## src/rtl/uart_receiver.sv

```systemverilog
// 8N1 UART receive stage: oversampled start/data/stop sampling into a one-entry
// hold register with ready/read handshake, framing/overrun flags and a frame count.
module uart_receiver #(
  parameter int unsigned OVERSAMPLE = 16
) (
  input  logic       bclk,
  input  logic       reset,
  input  logic       rx_in,
  input  logic       rd,
  output logic [7:0] d_out,
  output logic       rx_ready,
  output logic       framing_err,
  output logic       overrun_err,
  output logic [7:0] rx_count
);

  localparam int unsigned CW   = $clog2(OVERSAMPLE);
  localparam int unsigned HALF = OVERSAMPLE / 2;

  localparam logic [2:0] IDLE      = 3'd0;
  localparam logic [2:0] START     = 3'd1;
  localparam logic [2:0] DATA      = 3'd2;
  localparam logic [2:0] STOP      = 3'd3;
  localparam logic [2:0] WAIT_HIGH = 3'd4;

  logic          sync1_q, sync2_q;
  logic          rxs;
  logic [2:0]    state_q, state_d;
  logic [CW-1:0] samp_cnt_q, samp_cnt_d;
  logic [2:0]    bit_cnt_q, bit_cnt_d;
  logic [7:0]    shift_q, shift_d;
  logic [7:0]    rhr_q, rhr_d;
  logic          ready_q, ready_d;
  logic          ferr_q, ferr_d;
  logic          oerr_q, oerr_d;
  logic [7:0]    count_q, count_d;
  logic          half_hit_c, full_hit_c;

  assign rxs        = sync2_q;
  assign half_hit_c = (samp_cnt_q == CW'(HALF - 1));
  assign full_hit_c = (samp_cnt_q == CW'(OVERSAMPLE - 1));

  // Synchronizer idles high so reset never looks like a start bit.
  always_ff @(posedge bclk or posedge reset) begin
    if (reset) begin
      sync1_q    <= 1'b1;
      sync2_q    <= 1'b1;
      state_q    <= IDLE;
      samp_cnt_q <= '0;
      bit_cnt_q  <= '0;
      shift_q    <= '0;
      rhr_q      <= '0;
      ready_q    <= 1'b0;
      ferr_q     <= 1'b0;
      oerr_q     <= 1'b0;
      count_q    <= '0;
    end else begin
      sync1_q    <= rx_in;
      sync2_q    <= sync1_q;
      state_q    <= state_d;
      samp_cnt_q <= samp_cnt_d;
      bit_cnt_q  <= bit_cnt_d;
      shift_q    <= shift_d;
      rhr_q      <= rhr_d;
      ready_q    <= ready_d;
      ferr_q     <= ferr_d;
      oerr_q     <= oerr_d;
      count_q    <= count_d;
    end
  end

  always_comb begin
    state_d    = state_q;
    samp_cnt_d = samp_cnt_q;
    bit_cnt_d  = bit_cnt_q;
    shift_d    = shift_q;
    rhr_d      = rhr_q;
    ready_d    = ready_q;
    ferr_d     = ferr_q;
    oerr_d     = oerr_q;
    count_d    = count_q;

    // A read consumes the RHR and clears overrun; a same-cycle load below overrides ready.
    if (rd) begin
      ready_d = 1'b0;
      oerr_d  = 1'b0;
    end

    case (state_q)
      IDLE: begin
        if (!rxs) begin
          state_d    = START;
          samp_cnt_d = '0;
        end
      end
      START: begin
        if (half_hit_c) begin
          samp_cnt_d = '0;
          bit_cnt_d  = '0;
          state_d    = rxs ? IDLE : DATA;
        end else begin
          samp_cnt_d = samp_cnt_q + CW'(1);
        end
      end
      DATA: begin
        if (full_hit_c) begin
          samp_cnt_d = '0;
          shift_d    = {rxs, shift_q[7:1]};
          bit_cnt_d  = bit_cnt_q + 3'd1;
          if (bit_cnt_q == 3'd7) state_d = STOP;
        end else begin
          samp_cnt_d = samp_cnt_q + CW'(1);
        end
      end
      STOP: begin
        if (full_hit_c) begin
          samp_cnt_d = '0;
          if (rxs) begin
            state_d = IDLE;
            ferr_d  = 1'b0;
            if (!ready_q || rd) begin
              rhr_d   = shift_q;
              ready_d = 1'b1;
              count_d = count_q + 8'd1;
            end else begin
              oerr_d = 1'b1;
            end
          end else begin
            state_d = WAIT_HIGH;
            ferr_d  = 1'b1;
          end
        end else begin
          samp_cnt_d = samp_cnt_q + CW'(1);
        end
      end
      WAIT_HIGH: begin
        if (rxs) state_d = IDLE;
      end
      default: state_d = IDLE;
    endcase
  end

  assign d_out       = rhr_q;
  assign rx_ready    = ready_q;
  assign framing_err = ferr_q;
  assign overrun_err = oerr_q;
  assign rx_count    = count_q;

endmodule
```

## config.mk

```make
export PLATFORM = sky130hd
export DESIGN_NAME = uart_receiver
export DESIGN_NICKNAME = d
export VERILOG_FILES = /design/src/rtl/uart_receiver.sv
export SDC_FILE = /design/constraint.sdc
export NUM_CORES = 1
export LEC_CHECK = 0
export CAP_MARGIN = 20
export CORE_UTILIZATION = 35
export CTS_CLUSTER_SIZE = 30
export DETAILED_ROUTE_END_ITERATION = 16
export PLACE_DENSITY = 0.61
export SLEW_MARGIN = 10
export SYNTH_ARGS = -nofsm -noshare
export SYNTH_HDL_FRONTEND = slang
export SYNTH_SLANG_ARGS = --single-unit
```

## constraint.sdc

```tcl
create_clock -name bclk -period 4.75 [get_ports bclk]
set_input_delay 0.7125 -clock bclk [delete_from_list [all_inputs] [get_ports bclk]]
set_output_delay 0.7125 -clock bclk [all_outputs]
set_load 0.1 [all_outputs]
```

; ---- Yosys cells after proc, flatten, opt, wreduce, memory -nomap -nowiden
; Cells that the tools add are included.
; W data, S select, Z words.
[classes]
mux = 27
eq_ne = 13
reduce_logical = 12
add_sub_neg = 3
[op_table]
columns = cell, n
row1 = $mux W3, 9
row2 = $pmux W3 S5, 1
row3 = $mux W4, 3
row4 = $ne A2 B2 Y1 const B, 6
row5 = $pmux W4 S3, 1
row6 = $mux W1, 11
row7 = $add A8 B1 Y8 const B, 1
row8 = $eq A3 B2 Y1 const B, 2
row9 = $eq A3 B3 Y1 const B, 2
row10 = $pmux W3 S2, 1
row11 = $reduce_and A2 Y1, 3
row12 = $reduce_and A6 Y1, 1
row13 = $add A4 B1 Y4 const B, 1
row14 = $eq A4 B3 Y1 const B, 1
row15 = $eq A4 B4 Y1 const B, 1
row16 = $reduce_and A4 Y1, 1
row17 = $add A3 B1 Y3 const B, 1
row18 = $eq A3 B1 Y1 const B, 1
row19 = $logic_not A3 Y1, 1
row20 = $reduce_and A3 Y1, 1
row21 = $reduce_bool A3 Y1, 1
row22 = $mux W2, 1
row23 = $reduce_bool A2 Y1, 1
row24 = $reduce_or A2 Y1, 1
row25 = 2 further kinds, 2
[totals]
elab_cells = 66
inputBits = 4
register_bits = 39

; ---- Longest topological paths before layout
[logic_depth]
depth_word = 6
mapped_depth = 6
mapped_depth_nobuf = 5

; ---- Least setup slack after synthesis
; Ideal clock, no wire load.
[synth_timing]
kind = register -> register
startpoint = register ready_q (netlist: rx_ready)
endpoint = register count_q[1] (netlist: rx_count[1])
n_path_buf = 1
stages_incl_launch_ff = 5
required_time_ns = 4.624
path_slack_ns = 2.796
arrival_ns = 1.828
path_cell_list = dfrtp_1 -> nand2b_1 -> nand4_4 -> buf_6 -> mux2_2
[synth_between]
elab_chain_cells = 3
[synth_lines]
columns = element, line
row1 = from (decl), 33  ; logic ready_q, ready_d;
row2 = from (signal assigned), 65  ; ready_q <= ready_d;
row3 = $logic_not A1 Y1, 121  ; if (!ready_q || rd) begin
row4 = $logic_or A1 B1 Y1, 121
row5 = $reduce_and A4 Y1 (no source line), -
row6 = to (signal assigned), 68  ; count_q <= count_d;
row7 = to (decl), 36  ; logic [7:0] count_q, count_d;
; No other way between the ends.
; A chain may end at the register's enable or synchronous reset.

; ---- Worst setup path in the final report
[layout_timing]
startpoint = register count_q[2] (netlist: rx_count[2])
endpoint = output rx_count[2]
[layout_lines]
columns = element, line
row1 = to (decl), 14  ; output logic [7:0] rx_count
; No word-level cell between the ends.

==> flow_summary.json <==
{
  "area_growth_syn_to_layout_pct": 22.0,
  "status": "finished clean",
  "final_common_cell": "dfrtp_1",
  "fp-row-count": 25,
  "drt_iter0_markers": 44,
  "grt_usage": 0.130,
  "setup_viol": 0,
  "regArea_sq_um": 978,
  "gr-max-usage-layer": "met2",
  "drt_first_pass_iters": 4,
  "setup.worst_path.class": "reg -> out",
  "cts_resized": 0,
  "cp_slowest_cell": "clkdlybuf4s50_1",
  "grt_pass1_vias": 1071,
  "clock_latency_ns": 0.28,
  "r2r_setup_slack_ns": 2.98,
  "grt_use_met1": 0.165,
  "crit_required_ns": 4.04,
  "synth_nets": 143,
  "cts_buffers": 5,
  "end_kind": "primary output",
  "place_inst": 222,
  "crit_chain": "clkdlybuf4s50_1",
  "finClkSkew_ns": 0.00237,
  "hpwl_um": 2140,
  "intPower_mw": 0.583,
  "grt_first_pass_wirelength_um": 5040,
  "power.leakage_nw": 0.977,
  "vias": 1109,
  "place_area_sq_um": 2000,
  "ios": 23,
  "core_area_sq_um": 4720,
  "drc": 0,
  "fp.dieH_um": 72.0,
  "overflow": 0,
  "cts_hold_buf": 0,
  "r2r_cells": 3,
  "seq_area_frac_synth": 0.571,
  "die_w_um": 72.0,
  "clkPwrFrac": 0.241,
  "setup_ws_ns": 2.14,
  "drive_gt1_frac": 0.204,
  "io_buffer_count": 22,
  "final.min_clock_period_ns": 2.61,
  "critPathArrivalTime_ns": 1.90,
  "start_util": 0.363,
  "post-route-util": 0.443,
  "worst_slew_pin_slew_ns": 0.971,
  "hold_class": "reg -> reg",
  "met2_usage": 0.200,
  "synth_area_sq_um": 1710,
  "synth.area.top_cells": "dfrtp_1, mux2_2, dfstp_2",
  "critPathMaxStageDelay_ns": 1.17,
  "p_per_area_nw_per_um2": 435,
  "report.final.hold_viol_count": 0,
  "switching_power_mw": 0.327,
  "synth_area_per_cell_sq_um": 12.7,
  "crit_path_start_kind": "register",
  "finalPower_mw": 0.910,
  "ir_drop_uv": 277,
  "multi_input_area_sq_um": 698,
  "synthArstFlopShare": 1.00,
  "fin_hold_ws_ns": 0.359,
  "fmax_ghz": 0.383,
  "instances_no_fill": 229,
  "ys.flop_type": "dfrtp_1",
  "avgViaCountPerCell": 4.84,
  "synth-edff-count": 0,
  "swShare": 0.359,
  "crit_cells": 1,
  "relSlewSlack": 0.351,
  "grt_max_degree": 40,
  "synthCells": 135,
  "cts_tree": "built",
  "routedWlPerCell_um": 13.0,
  "drtAntennaViolNets": 0,
  "die_area_sq_um": 5180,
  "yosys_warnings": 0,
  "cts_max_level": 2,
  "gp_congestion": 0.839,
  "cts_setup_buffers": 0,
  "maxSlewViolCount": 0,
  "mostFrequentLayoutCells": "dfrtp_1, clkdlybuf4s50_1, mux2_2, nand2_1, nor2_1",
  "p_comb_frac": 0.284,
  "clockBufferDepth": 2,
  "post-place-ws_ns": 2.45,
  "drt_wl_total_um": 2980,
  "cts-root-buf": "clkbuf_8",
  "yosys_register_bits": 39,
  "period_share": 0.550,
  "timing.max_cap.violations": 0,
  "rsz0062_at_grt": "false",
  "tns_ns": 0,
  "min_delay_path_depth": 0,
  "clock_sinks": 39,
  "fillers": 431,
  "diodes": 0,
  "use_met3": 0.0556,
  "antenna_found_initial": 0,
  "critPathBufInv": 1,
  "finalInstanceArea_sq_um": 2090,
  "critical_path.top_delay_family": "buffers and inverters",
  "yosysTopAreaCellShare": 0.540,
  "netlist-cell-type-count": 39,
  "power_frac_seq": 0.475,
  "cp_max_fo": 6,
  "synth_top_cell_by_area": "dfrtp_1",
  "nNetsFinal": 170,
  "clk_pin_slew_ns": 0.07
}
## metal layers
layer / vias to the layer above / share of wire / wire length, um
li1: 524 / - / -
met1: 553 / 0.45 / 1330
met2: 30 / 0.50 / 1480
met3: 2 / 0.051 / 151
met4: 0 / 0.0060 / 18
met5: - / 0 / 0
## kinds of logic (layout without fill, tap and decap cells)
group	after synthesis	after routing	synth area share
and+or+nand+nor	41	41	0.139
DFF	39	39	0.571
muxes	22	22	0.142
AOI/OAI and AO/OA	15	15	0.0613
xor gates and xnor gates	7	7	0.0358
buffers and inverters	7	34	0.0219
adders and majority gates	4	4	0.0292
## final timing paths
kind,startpoint,to
setup / recovery,rx_count[2],rx_count[2]
hold / removal,sync1_q,rxs
setup reg to reg,state_q[2],shift_q[4]
hold reg to reg,sync1_q,rxs
max in group asynchronous,reset,rxs
min in group asynchronous,reset,bit_cnt_q[0]
## sequential cells by signal, summed over array words and instances (netlist names)
name         flops
d_out            8
framing_err      1
state_q          3
shift_q          8
bit_cnt_q        3
rx_count         8
samp_cnt_q       4
overrun_err      1
sync1_q          1
rxs              1
rx_ready         1
## Yosys cell counts, types with 3 or more instances
cell type	number
mux2_2	18
mux2i_1	4
nand3_1	4
a21oi_1	3
xnor2_1	4
nand2_1	11
inv_1	4
xor2_1	3
dfrtp_1	37
nor2_1	8
ha_1	4
## power by group through the flow
| stage | logic [mW] | registers [mW] | clock network [mW] |
|---|---|---|---|
| detailed placement | 0.260 | 0.439 | 0 |
| finish | 0.258 | 0.432 | 0.219 |
| global placement | 0.251 | 0.435 | 0 |
| global route | 0.282 | 0.442 | 0.242 |
| floorplan | 0.147 | 0.495 | 0 |
| CTS | 0.261 | 0.433 | 0.230 |
## cell type report
| type | instances | area share |
|---|---|---|
| clock buffer | 6 | 0.0395 |
| clock inverter | 1 | 0.00239 |
| inverter | 4 | 0.00718 |
| multi-input combinational | 89 | 0.334 |
| sequential | 39 | 0.468 |
| tap | 67 | 0.0401 |
| timing repair buffer | 23 | 0.109 |
Note: power is estimated with default switching activity, not from simulation.
